File: src/rtl/alu_pkg.sv
// Shared opcode encodings, default widths and the queued command record for the ALU command path.
package alu_pkg;

  localparam int DW_DEF  = 4;
  localparam int OPW_DEF = 3;

  localparam logic [OPW_DEF-1:0] OP_ADD = 3'b000;
  localparam logic [OPW_DEF-1:0] OP_SUB = 3'b001;
  localparam logic [OPW_DEF-1:0] OP_AND = 3'b010;
  localparam logic [OPW_DEF-1:0] OP_OR  = 3'b011;
  localparam logic [OPW_DEF-1:0] OP_NOT = 3'b100;
  localparam logic [OPW_DEF-1:0] OP_MAX = 3'b100;

  typedef struct packed {
    logic [OPW_DEF-1:0] op;
    logic [DW_DEF-1:0]  a;
    logic [DW_DEF-1:0]  b;
  } cmd_t;

  function automatic logic op_legal(input logic [OPW_DEF-1:0] op);
    return op <= OP_MAX;
  endfunction

endpackage

File: src/rtl/alu_cmd_queue_if.sv
// Producer command port and completed-result port of the ALU command queue.
interface alu_cmd_queue_if #(
  parameter int DW  = 4,
  parameter int OPW = 3
) ();
  logic           in_valid;
  logic           in_ready;
  logic [OPW-1:0] in_op;
  logic [DW-1:0]  in_a;
  logic [DW-1:0]  in_b;
  logic           res_valid;
  logic [DW-1:0]  res_data;
  logic [OPW-1:0] res_op;

  modport master (
    output in_valid, in_op, in_a, in_b,
    input  in_ready, res_valid, res_data, res_op
  );

  modport slave (
    input  in_valid, in_op, in_a, in_b,
    output in_ready, res_valid, res_data, res_op
  );
endinterface

File: src/rtl/alu_cmd_queue_fifo.sv
// Generic DEPTH x W synchronous FIFO; push ignored when full, pop ignored when empty.
module alu_cmd_fifo #(
  parameter int DEPTH = 4,
  parameter int W     = 10
) (
  input  logic                     clk,
  input  logic                     rst,
  input  logic                     push,
  input  logic [W-1:0]             din,
  input  logic                     pop,
  output logic [W-1:0]             dout,
  output logic                     full,
  output logic                     empty,
  output logic [$clog2(DEPTH):0]   level
);
  localparam int AW = $clog2(DEPTH);
  localparam int LW = AW + 1;

  logic [W-1:0]  mem [DEPTH];
  logic [AW-1:0] wptr, rptr;
  logic [LW-1:0] count;
  logic          do_push, do_pop;

  assign full    = (count == LW'(DEPTH));
  assign empty   = (count == '0);
  assign do_push = push && !full;
  assign do_pop  = pop && !empty;
  assign dout    = mem[rptr];
  assign level   = count;

  always_ff @(posedge clk or posedge rst) begin
    if (rst) begin
      wptr  <= '0;
      rptr  <= '0;
      count <= '0;
    end else begin
      if (do_push) wptr <= wptr + AW'(1);
      if (do_pop)  rptr <= rptr + AW'(1);
      case ({do_push, do_pop})
        2'b10:   count <= count + LW'(1);
        2'b01:   count <= count - LW'(1);
        default: count <= count;
      endcase
    end
  end

  always_ff @(posedge clk) begin
    if (do_push) mem[wptr] <= din;
  end
endmodule

File: src/rtl/alu_cmd_queue.sv
// Command queue and issue stage in front of the 4-bit ALU; pairs registered ALU results with their opcodes.
// Optional `ALU_OPCODE_CHECK_EN drops opcodes above OP_MAX and raises a sticky err_illegal.
module alu_cmd_queue
  import alu_pkg::*;
#(
  parameter int DEPTH   = 4,
  parameter int DW      = DW_DEF,
  parameter int OPW     = OPW_DEF,
  parameter int ALU_LAT = 1
) (
  input  logic                   clk,
  input  logic                   rst,
  alu_cmd_queue_if.slave         cq,
  input  logic                   issue_en,
  output logic [OPW-1:0]         alu_op,
  output logic [DW-1:0]          alu_a,
  output logic [DW-1:0]          alu_b,
  input  logic [DW-1:0]          alu_result,
  output logic [$clog2(DEPTH):0] level,
  output logic                   err_illegal
);
  typedef struct packed {
    logic           v;
    logic [OPW-1:0] op;
  } tag_t;

  cmd_t  in_cmd, head;
  logic  full, empty, accept, illegal, push, pop;
  tag_t  tags [ALU_LAT+1];

  always_comb begin
    in_cmd    = '0;
    in_cmd.op = cq.in_op;
    in_cmd.a  = cq.in_a;
    in_cmd.b  = cq.in_b;
  end

  assign cq.in_ready = !full;
  assign accept      = cq.in_valid && cq.in_ready;
  assign push        = accept && !illegal;
  assign pop         = issue_en && !empty;

  alu_cmd_fifo #(
    .DEPTH (DEPTH),
    .W     ($bits(cmd_t))
  ) u_fifo (
    .clk   (clk),
    .rst   (rst),
    .push  (push),
    .din   (in_cmd),
    .pop   (pop),
    .dout  (head),
    .full  (full),
    .empty (empty),
    .level (level)
  );

  always_ff @(posedge clk or posedge rst) begin
    if (rst) begin
      alu_op <= '0;
      alu_a  <= '0;
      alu_b  <= '0;
    end else if (pop) begin
      alu_op <= head.op;
      alu_a  <= head.a;
      alu_b  <= head.b;
    end
  end

  // Tag reaches the last stage as the ALU result registers; the output stage then samples both together.
  always_ff @(posedge clk or posedge rst) begin
    if (rst) begin
      for (int unsigned i = 0; i < ALU_LAT + 1; i++) tags[i] <= '0;
      cq.res_valid <= 1'b0;
      cq.res_data  <= '0;
      cq.res_op    <= '0;
    end else begin
      tags[0].v  <= pop;
      tags[0].op <= head.op;
      for (int unsigned i = 1; i < ALU_LAT + 1; i++) tags[i] <= tags[i-1];
      cq.res_valid <= tags[ALU_LAT].v;
      if (tags[ALU_LAT].v) begin
        cq.res_data <= alu_result;
        cq.res_op   <= tags[ALU_LAT].op;
      end
    end
  end

`ifdef ALU_OPCODE_CHECK_EN
  assign illegal = !op_legal(cq.in_op);

  always_ff @(posedge clk or posedge rst) begin
    if (rst)                    err_illegal <= 1'b0;
    else if (accept && illegal) err_illegal <= 1'b1;
  end
`else
  assign illegal     = 1'b0;
  assign err_illegal = 1'b0;
`endif
endmodule

File: src/flat_wrapper.sv
// flat-port wrapper written by rule: the top's interface ports become plain ports
module alu_cmd_queue_flat import alu_pkg::*;
#(
  parameter int DEPTH   = 4,
  parameter int DW      = DW_DEF,
  parameter int OPW     = OPW_DEF,
  parameter int ALU_LAT = 1
)
  (clk, rst, issue_en, alu_op, alu_a, alu_b, alu_result, level, err_illegal, cq_in_valid, cq_in_op, cq_in_a, cq_in_b, cq_in_ready, cq_res_valid, cq_res_data, cq_res_op);
  alu_cmd_queue_if #(.DW(DW), .OPW(OPW)) cq_i ();
  input  logic clk;
  input  logic rst;
  input  logic issue_en;
  output logic [OPW-1:0] alu_op;
  output logic [DW-1:0] alu_a;
  output logic [DW-1:0] alu_b;
  input  logic [DW-1:0] alu_result;
  output logic [$clog2(DEPTH):0] level;
  output logic err_illegal;
  input wire logic [$bits(cq_i.in_valid)-1:0] cq_in_valid;
  input wire logic [$bits(cq_i.in_op)-1:0] cq_in_op;
  input wire logic [$bits(cq_i.in_a)-1:0] cq_in_a;
  input wire logic [$bits(cq_i.in_b)-1:0] cq_in_b;
  output wire logic [$bits(cq_i.in_ready)-1:0] cq_in_ready;
  output wire logic [$bits(cq_i.res_valid)-1:0] cq_res_valid;
  output wire logic [$bits(cq_i.res_data)-1:0] cq_res_data;
  output wire logic [$bits(cq_i.res_op)-1:0] cq_res_op;
  assign cq_i.in_valid = cq_in_valid;
  assign cq_i.in_op = cq_in_op;
  assign cq_i.in_a = cq_in_a;
  assign cq_i.in_b = cq_in_b;
  assign cq_in_ready = cq_i.in_ready;
  assign cq_res_valid = cq_i.res_valid;
  assign cq_res_data = cq_i.res_data;
  assign cq_res_op = cq_i.res_op;
  alu_cmd_queue #(.DEPTH(DEPTH), .DW(DW), .OPW(OPW), .ALU_LAT(ALU_LAT)) u_core (.clk(clk), .rst(rst), .cq(cq_i), .issue_en(issue_en), .alu_op(alu_op), .alu_a(alu_a), .alu_b(alu_b), .alu_result(alu_result), .level(level), .err_illegal(err_illegal));
endmodule
File: config.mk
export PLATFORM = sky130hd
export DESIGN_NAME = alu_cmd_queue_flat
export DESIGN_NICKNAME = d
export VERILOG_FILES = /design/src/rtl/alu_pkg.sv /design/src/rtl/alu_cmd_queue_if.sv /design/src/rtl/alu_cmd_queue_fifo.sv /design/src/rtl/alu_cmd_queue.sv /design/src/flat_wrapper.sv
export SDC_FILE = /design/constraint.sdc
export NUM_CORES = 1
export LEC_CHECK = 0
export CORE_UTILIZATION = 53
export DETAILED_ROUTE_END_ITERATION = 16
export GPL_ROUTABILITY_DRIVEN = 0
export PLACE_DENSITY = 0.87
export SYNTH_ARGS = -nofsm -noshare
export SYNTH_HDL_FRONTEND = slang
export SYNTH_SLANG_ARGS = --single-unit
File: constraint.sdc
create_clock -name clk -period 3 [get_ports clk]
set_clock_uncertainty 0.2 [all_clocks]
set_input_delay 0.9 -clock clk [delete_from_list [all_inputs] [get_ports clk]]
set_output_delay 0.9 -clock clk [all_outputs]
set_load 0.005 [all_outputs]
Word-level counts from Yosys, hierarchy flattened
Memory sizes are Yosys's and may differ from the RTL's.
Index checks and enable logic that the tools add are counted.
{"block": "word_totals", "ramBits": 44, "mem_count": 1, "ff_bits": 34, "in_bits": 19}
{"block": "op_classes", "add_sub_neg": 4, "muxes": 3, "n_eq_ne": 3, "n_reduce_logical": 8}
{"name": "u_core.u_fifo.mem", "words": 4, "width": 11, "rd": 1, "rd_ports_with_merged_regs": 0, "write_ports": 1, "line_no": "alu_cmd_queue_fifo.sv:19", "rtl": "logic [W-1:0] mem [DEPTH];"}
{"cell": "$pmux W3 S2", "count": 1}
{"cell": "$add A2 B1 Y2 const B", "count": 2}
{"cell": "$logic_and A1 B1 Y1", "count": 4}
{"cell": "$add A3 B1 Y3 const B", "count": 1}
{"cell": "$eq A3 B3 Y1 const B", "count": 1}
{"cell": "$logic_not A3 Y1", "count": 1}
{"cell": "$sub A3 B1 Y3 const B", "count": 1}
{"cell": "$eq A2 B1 Y1 const B", "count": 1}
{"cell": "$eq A2 B2 Y1 const B", "count": 1}
{"cell": "$logic_not A1 Y1", "count": 2}
{"cell": "$mux W1", "count": 2}
{"cell": "$reduce_bool A2 Y1", "count": 1}

Logic depth before layout (Yosys ltp)
Gate-level depths: netlist (run 1).
{"block": "logic_depth", "ltp_word": 6, "ltp_mapped": 9, "ltp_nobuf": 8}

By module
Synthesis (run 1) repeated with hierarchy kept, for this count alone.
{"block": "unflattened", "cells_unflattened": 148, "area_unflattened_um2": 3011.6}
{"module": "alu_cmd_fifo", "seq_area_each_um2": 1496.4, "n_inst": 1, "area_per_inst_um2": 2035.7, "cells_per_inst": 95}
{"module": "alu_cmd_queue", "seq_area_each_um2": 675.6, "n_inst": 1, "area_per_inst_um2": 975.9, "cells_per_inst": 53}

Worst setup path after synthesis (run 1)
No wires, ideal clock.
{"block": "synth_timing", "path_kind": "input to register", "startpoint": "input port issue_en", "endpoint": "register u_core.u_fifo.count[2] (netlist: u_core.u_fifo.level[2])", "setup_time_ps": 79, "cell_stages": 9, "required_time_ps": 2721, "path_slack_ps": 479, "arrival_time_ps": 2241, "cell_sequence": "o31ai_2 -> inv_1 -> buf_2 -> ha_1 -> inv_1 -> fa_1 -> xor2_1 -> nor2_1 -> xor2_1"}
{"block": "synth_via", "elab_chain_cells": 4}
{"element": "start, declared", "line_no": "flat_wrapper.sv:13", "rtl": "input logic issue_en;"}
{"element": "$logic_and A1 B1 Y1 (*)", "line_no": "alu_cmd_queue.sv:41", "rtl": "assign pop = issue_en && !empty;"}
{"element": "net u_core.pop", "line_no": "alu_cmd_queue.sv:28", "rtl": "logic full, empty, accept, illegal, push, pop;"}
{"element": "$logic_and A1 B1 Y1 (*)", "line_no": "alu_cmd_queue_fifo.sv:27", "rtl": "assign do_pop = pop && !empty;"}
{"element": "$eq A2 B1 Y1 / $eq A2 B2 Y1 (equally long branches)", "line_no": "alu_cmd_queue_fifo.sv:39", "rtl": "case ({do_push, do_pop})"}
{"element": "$pmux W3 S2 / $reduce_bool A2 Y1 (equally long branches)"}
{"element": "end signal, assigned", "line_no": "alu_cmd_queue_fifo.sv:40", "rtl": "2'b10: count <= count + LW'(1);"}
{"element": "end signal, assigned", "line_no": "alu_cmd_queue_fifo.sv:41", "rtl": "2'b01: count <= count - LW'(1);"}
{"element": "end signal, assigned", "line_no": "alu_cmd_queue_fifo.sv:42", "rtl": "default: count <= count;"}
{"element": "end, declared", "line_no": "alu_cmd_queue_fifo.sv:21", "rtl": "logic [LW-1:0] count;"}
Mark *: on every way through the listed nets, which the timed path passes. The rest lies on a longest branch.
A chain may end at the register's enable or synchronous reset.

Final worst setup path (run 1)
{"block": "layout_timing", "startpoint": "register u_core.u_fifo.count[0] (netlist: u_core.u_fifo.level[0])", "endpoint": "output port cq_in_ready"}
{"block": "layout_via", "elab_chain_cells": 2}
{"element": "$eq A3 B3 Y1", "line_no": "alu_cmd_queue_fifo.sv:24", "rtl": "assign full = (count == LW'(DEPTH));"}
{"element": "$logic_not A1 Y1", "line_no": "alu_cmd_queue.sv:38", "rtl": "assign cq.in_ready = !full;"}
{"element": "end, declared", "line_no": "flat_wrapper.sv:24", "rtl": "output wire logic [$bits(cq_i.in_ready)-1:0] cq_in_ready;"}
No other way between the ends.

==> results of run 1 <==
-- sequential cells by signal (all words and copies together) (netlist names) --
name	cells
u_core.u_fifo.level	3
u_core.alu_b	4
u_core.cq.res_op	3
u_core.cq.res_data	4
u_core.tags	8
u_core.u_fifo.mem	44
u_core.u_fifo.rptr	2
u_core.alu_a	4
u_core.alu_op	3
u_core.u_fifo.wptr	2
u_core.cq.res_valid	1
-- layer usage --
metal | part of all wire | GRT usage | vias to the layer above
met5 | 0 | 0 | -
met3 | 0.046 | 0.0575 | 8
li1 | - | - | 695
met4 | 0.015 | 0.0692 | 0
met2 | 0.51 | 0.293 | 42
met1 | 0.43 | 0.218 | 717
-- power groups by stage --
stage	combinational (mW)	clock, mW	sequential [mW]
after floorplan	0.625	0	1.64
after global placement	0.966	0	1.72
after detailed placement	1.00	0	1.74
after CTS	1.01	0.714	1.72
after global routing	1.09	0.758	1.76
final	0.990	0.689	1.71
-- worst max path at each step --
stage | slack, ns | from | end | cells past startpoint
2_1_floorplan | 0.48 | issue_en | u_core.u_fifo.level[2] | 9
3_3_place_gp | 0.18 | cq_in_valid | u_core.u_fifo.level[2] | 8
3_5_place_dp | 0.14 | cq_in_valid | u_core.u_fifo.level[2] | 8
4_1_cts | 0.05 | u_core.u_fifo.level[0] | cq_in_ready | 2
5_1_grt | 0.007 | u_core.u_fifo.level[0] | cq_in_ready | 2
6_report | 0.08 | u_core.u_fifo.level[0] | cq_in_ready | 2
-- metrics by stage --
stage / cell area (µm²) / cells / util
3_3_place_gp: 3440 / 278 / 0.657
5_1_grt: 3620 / 294 / 0.691
6_report: 3620 / 294 / 0.691
3_5_place_dp: 3440 / 278 / 0.657
2_1_floorplan: 2940 / 167 / -
4_1_cts: 3620 / 294 / 0.691
-- final cells by class --
class / instances / area, µm²
clock buffer: 12 / 155
sequential: 78 / 2170
multi-input combinational: 75 / 692
clock inverter: 4 / 21.3
inverter: 7 / 26.3
fill: 353 / 1620
timing repair buffer: 48 / 463
tap: 70 / 87.6
-- cells in the final DEF (no fill, tap or decap) --
cell	Yosys	final
mux2_4	1	1
or3b_1	1	1
and3_1	4	4
nand2_8	1	1
clkbuf_8	0	11
clkinv_2	0	3
edfxtp_1	44	44
ha_1	5	5
mux2i_1	1	1
nand2_1	34	34
conb_1	1	1
fa_1	1	1
xnor2_1	4	4
inv_4	0	1
mux2_2	7	7
clkbuf_1	1	1
dfrtp_1	34	34
clkdlybuf4s50_1	0	41
inv_1	7	7
buf_4	1	7
mux4_2	10	10
nor2_1	1	1
o31ai_2	1	1
mux4_1	1	1
xor2_1	2	2
-- cells by family after synthesis --
| kind of cell | share of synthesized area |
|---|---|
| other | 0.00128 |
| adder cells (fa/ha/maj) | 0.0281 |
| AO/OA/AOI/OAI | 0.00426 |
| AND/OR/NAND/NOR | 0.0630 |
| flip-flops | 0.739 |
| XOR/XNOR | 0.0179 |
| buffers and inverters | 0.0255 |
| multiplexers | 0.121 |
==> metrics.md, run 1 <==
| Metric | Value |
|---|---|
| Final setup vio count | 0 |
| Router iterations before antenna repair | 4 |
| Syn_area_per_cell | 17.6 µm² |
| Post-CTS setup buffers | 0 |
| Max VDD drop | 0.000495 V |
| Hold Path Sink | u_core.tags[1] |
| Vias | 1462 |
| Cells along the critical path | or3b_1 > clkdlybuf4s50_1 |
| Core area | 0.00524 mm² |
| Post-synthesis sequential area ratio | 0.739 |
| Worst r2r src | u_core.u_fifo.level[0] |
| Antenna-violating nets left | 0 |
| Max Clock Freq | 343 MHz |
| Crit. End Element | primary output |
| Power Density | 936 mW/mm² |
| Root Buffer Master | clkbuf_8 |
| Reg2Reg Depth | 8 |
| Die W | 76.5 µm |
| CP max FO | 6 |
| Seq cells post-synth | 78 |
| Hold Vio Cnt, Final | 0 |
| Synth unique cells | 23 |
| CP Buf/Inv Count | 1 |
| Number of max-cap violations | 0 |
| Max stage delay on crit path | 0.54 ns |
| Synthesized cell area | 0.00294 mm² |
| Detailed placement HPWL | 3010 µm |
| Post-place setup slack | 0.137 ns |
| Synth top area share | 0.450 |
| Startpoint types | register |
| Num rows | 26 |
| Layout cell share with drive strength beyond 1 | 0.188 |
| Final worst slack | 0.0803 ns |
| Comb power frac | 0.292 |
| Min-delay src | u_core.tags[5] |
| Crit share post-route | 0.973 |
| WHS | 0.151 ns |
| Cell taking the most area after synthesis | edfxtp_1 |
| Port Buffers | 41 |
| Global-route wire length before repair | 7650 µm |
| Final setup TNS | 0 ns |
| Ys async rst share | 0.436 |
| Net Sw Frac | 0.281 |
| Drt wl/cell | 15.6 µm |
| TritonCTS buffer count | 9 |
| Gate count of the mapped netlist | 167 |
| Io pins | 43 |
| Switching power | 0.952 mW |
| Max Slew Vio Count | 0 |
| Area grow syn2layout | 23.1% |
| Top-count cell post-synth | edfxtp_1 |
| Min-Delay Path Depth | 0 |
| Clk pwr share | 0.204 |
| Slew HR | 0.505 |
| Outcome | complete, no violations |
| Die span in y | 76.5 µm |
| Final WL | 4590 µm |
| Top FF cell, synth | edfxtp_1 |
| Detailed Route Iter0 Violations | 56 |
| Initial core utilization | 0.561 |
| Tot GR Track Use | 0.178 |
| Critical path type | register to primary output |
| Post-CTS Resized | 0 |
| Nets | 244 |
| Most frequent cells after synthesis | 44 x edfxtp_1, 34 x dfrtp_1, 34 x nand2_1, 10 x mux4_2 |
| Vias in the first global route | 1563 |
| Req. time, crit path | 1.90 ns |
| Clk buf depth | 2 |
| Die area | 0.00585 mm² |
| EDFF count, synth | 44 |
| Clock transition at path regs | 0.07 ns |
| H-tree Lvls | 3 |
| Critical path's top delay family | simple AND/OR/NAND/NOR gates |
| FF-to-FF setup slack | 0.60 ns |
| Reg power frac | 0.504 |
| Slowest library cell on the worst path | or3b_1 |
| CTS tree | built |
| DRC errors left | 0 |
| Largest net degree at the start of global routing | 35 |
| Worst-margin pin slew | 0.743 ns |
| CP arrival | 1.82 ns |
| Initial antenna violation count | 0 |
| Later-pin clock latency in the skew report | 0.34 ns |
| P_int | 2.43 mW |
| Worst r2r dst | u_core.u_fifo.level[2] |
| Clk sink count | 78 |
| Tmin final | 2.92 ns |
| Vias per Instance | 4.97 |
| Dominant cells by area after synthesis | edfxtp_1 45%, dfrtp_1 29%, mux4_2 7.7% |
| Ant diodes | 0 |
| RSZ-0062 raised after global routing | false |
| GR Overflow Total | 0 |
| Hold Crit Class | register to register |
| Final Power | 3.39 mW |
| Post-Syn Nets | 192 |
| CTS Hold Bufs | 0 |
| Yosys warnings | 0 |
| Pleak | 1.45 nW |
No activity file was read; power rests on OpenSTA's default activity.
==> run 2: changes to the inputs <==
--- a/config.mk
+++ b/config.mk
@@ -6,6 +6,7 @@
 export NUM_CORES = 1
 export LEC_CHECK = 0
 export CORE_UTILIZATION = 53
+export CTS_CLUSTER_DIAMETER = 60
 export DETAILED_ROUTE_END_ITERATION = 16
 export GPL_ROUTABILITY_DRIVEN = 0
 export PLACE_DENSITY = 0.87
==> results of run 2 <==
The final DEF is identical to that of run 1; final timing and power are the same.
==> run 3: changes to the inputs <==
--- a/config.mk
+++ b/config.mk
@@ -5,6 +5,7 @@
 export SDC_FILE = /design/constraint.sdc
 export NUM_CORES = 1
 export LEC_CHECK = 0
+export CORE_MARGIN = 3
 export CORE_UTILIZATION = 53
 export CTS_CLUSTER_DIAMETER = 60
 export DETAILED_ROUTE_END_ITERATION = 16
==> run 3 against run 2 <==
Sequential cell count unchanged. Sequential power hardly changed. Via count increased by 2.8%. First-iteration DRC count down 32%. Final cell count stayed put. Critical path depth unchanged. Power increased by 4.1%. Maximum frequency grew 0.28%. Largest cell class unchanged. Largest power group unchanged.
==> metrics.md, run 3 (synthesized netlist as in run 1, its figures left out) <==
| Metric | Value |
|---|---|
| H-tree Lvls | 3 |
| Final setup TNS | 0 ns |
| Antenna-violating nets left | 0 |
| Detailed placement HPWL | 3230 µm |
| Clk sink count | 78 |
| Router iterations before antenna repair | 5 |
| Crit share post-route | 0.971 |
| Hold Vio Cnt, Final | 0 |
| Cells along the critical path | or3b_1 > clkdlybuf4s50_1 |
| Critical path type | register to primary output |
| Final Power | 3.52 mW |
| Most common cell after layout, fill and taps aside | edfxtp_1 |
| Initial antenna violation count | 0 |
| Most flop-heavy register | u_core.u_fifo.mem |
| Detail Route met3 WL | 261 µm |
| Top layer in use | met4 |
| Num rows | 26 |
| Port Buffers | 41 |
| Final WL | 4950 µm |
| Crit. End Element | primary output |
| Largest net degree at the start of global routing | 35 |
| Power Density | 967 mW/mm² |
| Slowest library cell on the worst path | or3b_1 |
| Max VDD drop | 0.000463 V |
| WL met2 | 2670 µm |
| M1 WL | 1950 µm |
| Vias per Instance | 5.11 |
| DRC errors left | 0 |
| Final setup vio count | 0 |
| CTS Hold Bufs | 0 |
| Vias | 1503 |
| Clock transition at path regs | 0.07 ns |
| Later-pin clock latency in the skew report | 0.34 ns |
| Layout cell share with drive strength beyond 1 | 0.179 |
| Core area | 0.00524 mm² |
| Detailed Route Iter0 Violations | 38 |
| RSZ-0062 raised after global routing | false |
| Req. time, crit path | 1.90 ns |
| GR Overflow Total | 0 |
| Most frequent cells in the layout | 44 x edfxtp_1, 41 x clkdlybuf4s50_1, 34 x nand2_1, 34 x dfrtp_1, 10 x mux4_2 |
| Hold Crit Class | register to register |
| Number of max-cap violations | 0 |
| Io pins | 43 |
| Max Clock Freq | 343 MHz |
| CP max FO | 6 |
| Max reg flops | 44 |
| CTS tree | built |
| TritonCTS buffer count | 9 |
| Die area | 0.00647 mm² |
| CP arrival | 1.81 ns |
| Pleak | 1.46 nW |
| Worst-margin pin slew | 0.812 ns |
| Max Slew Vio Count | 0 |
| Post-CTS setup buffers | 0 |
| Global-route wire length before repair | 8060 µm |
| Vias in the first global route | 1626 |
| Top Registers | u_core.u_fifo.mem: 44 flops, u_core.tags: 8 flops |
| Die span in y | 80.5 µm |
| Tmin final | 2.91 ns |
| Max stage delay on crit path | 0.54 ns |
| Die W | 80.5 µm |
| Post-CTS Resized | 0 |
| Ant diodes | 0 |
| Root Buffer Master | clkbuf_8 |
| Tot GR Track Use | 0.177 |
| Clk buf depth | 2 |
| Drt wl/cell | 16.8 µm |
| Initial core utilization | 0.561 |
| Slew HR | 0.458 |
| Area grow syn2layout | 24.1% |
| Nets | 244 |
| Outcome | complete, no violations |
| Startpoint types | register |
-- run 3: changes by cell type in the layout (fill, tap and decap cells not counted), sizes merged --
cell,change
bufinv,+2
inv,-1
clkbuf,-1
-- run 3: routing by layer --
layer	up-vias	track usage
met3	8	0.0561
met5	-	0
met2	39	0.308
met1	760	0.199
met4	0	0.0777
li1	696	-
-- run 3: critical path: cells and delay by family, from the launching register on --
kind / cells / cell delay (ns)
flops: 1 / 0.44
simple gates: 1 / 0.54
buf+inv: 1 / 0.50
-- run 3: through the flow --
step,utilization,area [µm²],cells,hold slack (ns),setup slack (ns)
detailed placement,0.657,3440,278,0.139,0.0880
floorplan,-,2940,167,0.131,0.479
finish,0.696,3650,294,0.151,0.0885
global route,0.696,3650,294,0.164,0.00320
CTS,0.696,3650,294,0.153,0.0719
global placement,0.657,3440,278,0.132,0.185
-- run 3: final timing paths --
kind / end / depth (start not counted) / from / slack [ns]
worst max register to register: u_core.u_fifo.level[2] / 8 / u_core.u_fifo.level[0] / 0.57
worst max-delay path: cq_in_ready / 2 / u_core.u_fifo.level[0] / 0.09
worst min register to register: u_core.tags[3] / 0 / u_core.tags[7] / 0.15
min in group asynchronous: u_core.u_fifo.level[2] / 3 / rst / 0.77
max in group asynchronous: u_core.cq.res_op[0] / 3 / rst / 1.54
worst min-delay path: u_core.tags[3] / 0 / u_core.tags[7] / 0.15
-- run 3: where the power goes --
part	internal, mW	total (mW)	switching, mW
Sequential	1.48	1.72	0.241
Combinational	0.613	0.998	0.386
Clock	0.463	0.805	0.342
Total	2.56	3.52	0.969
-- run 3: area by class of cell --
type                       count  area (µm²)
clock buffer                  11         131
clock inverter                 5        73.8
fill                         348        1590
inverter                       7        26.3
multi-input combinational     75         692
sequential                    78        2170
tap                           70        87.6
timing repair buffer          48         463
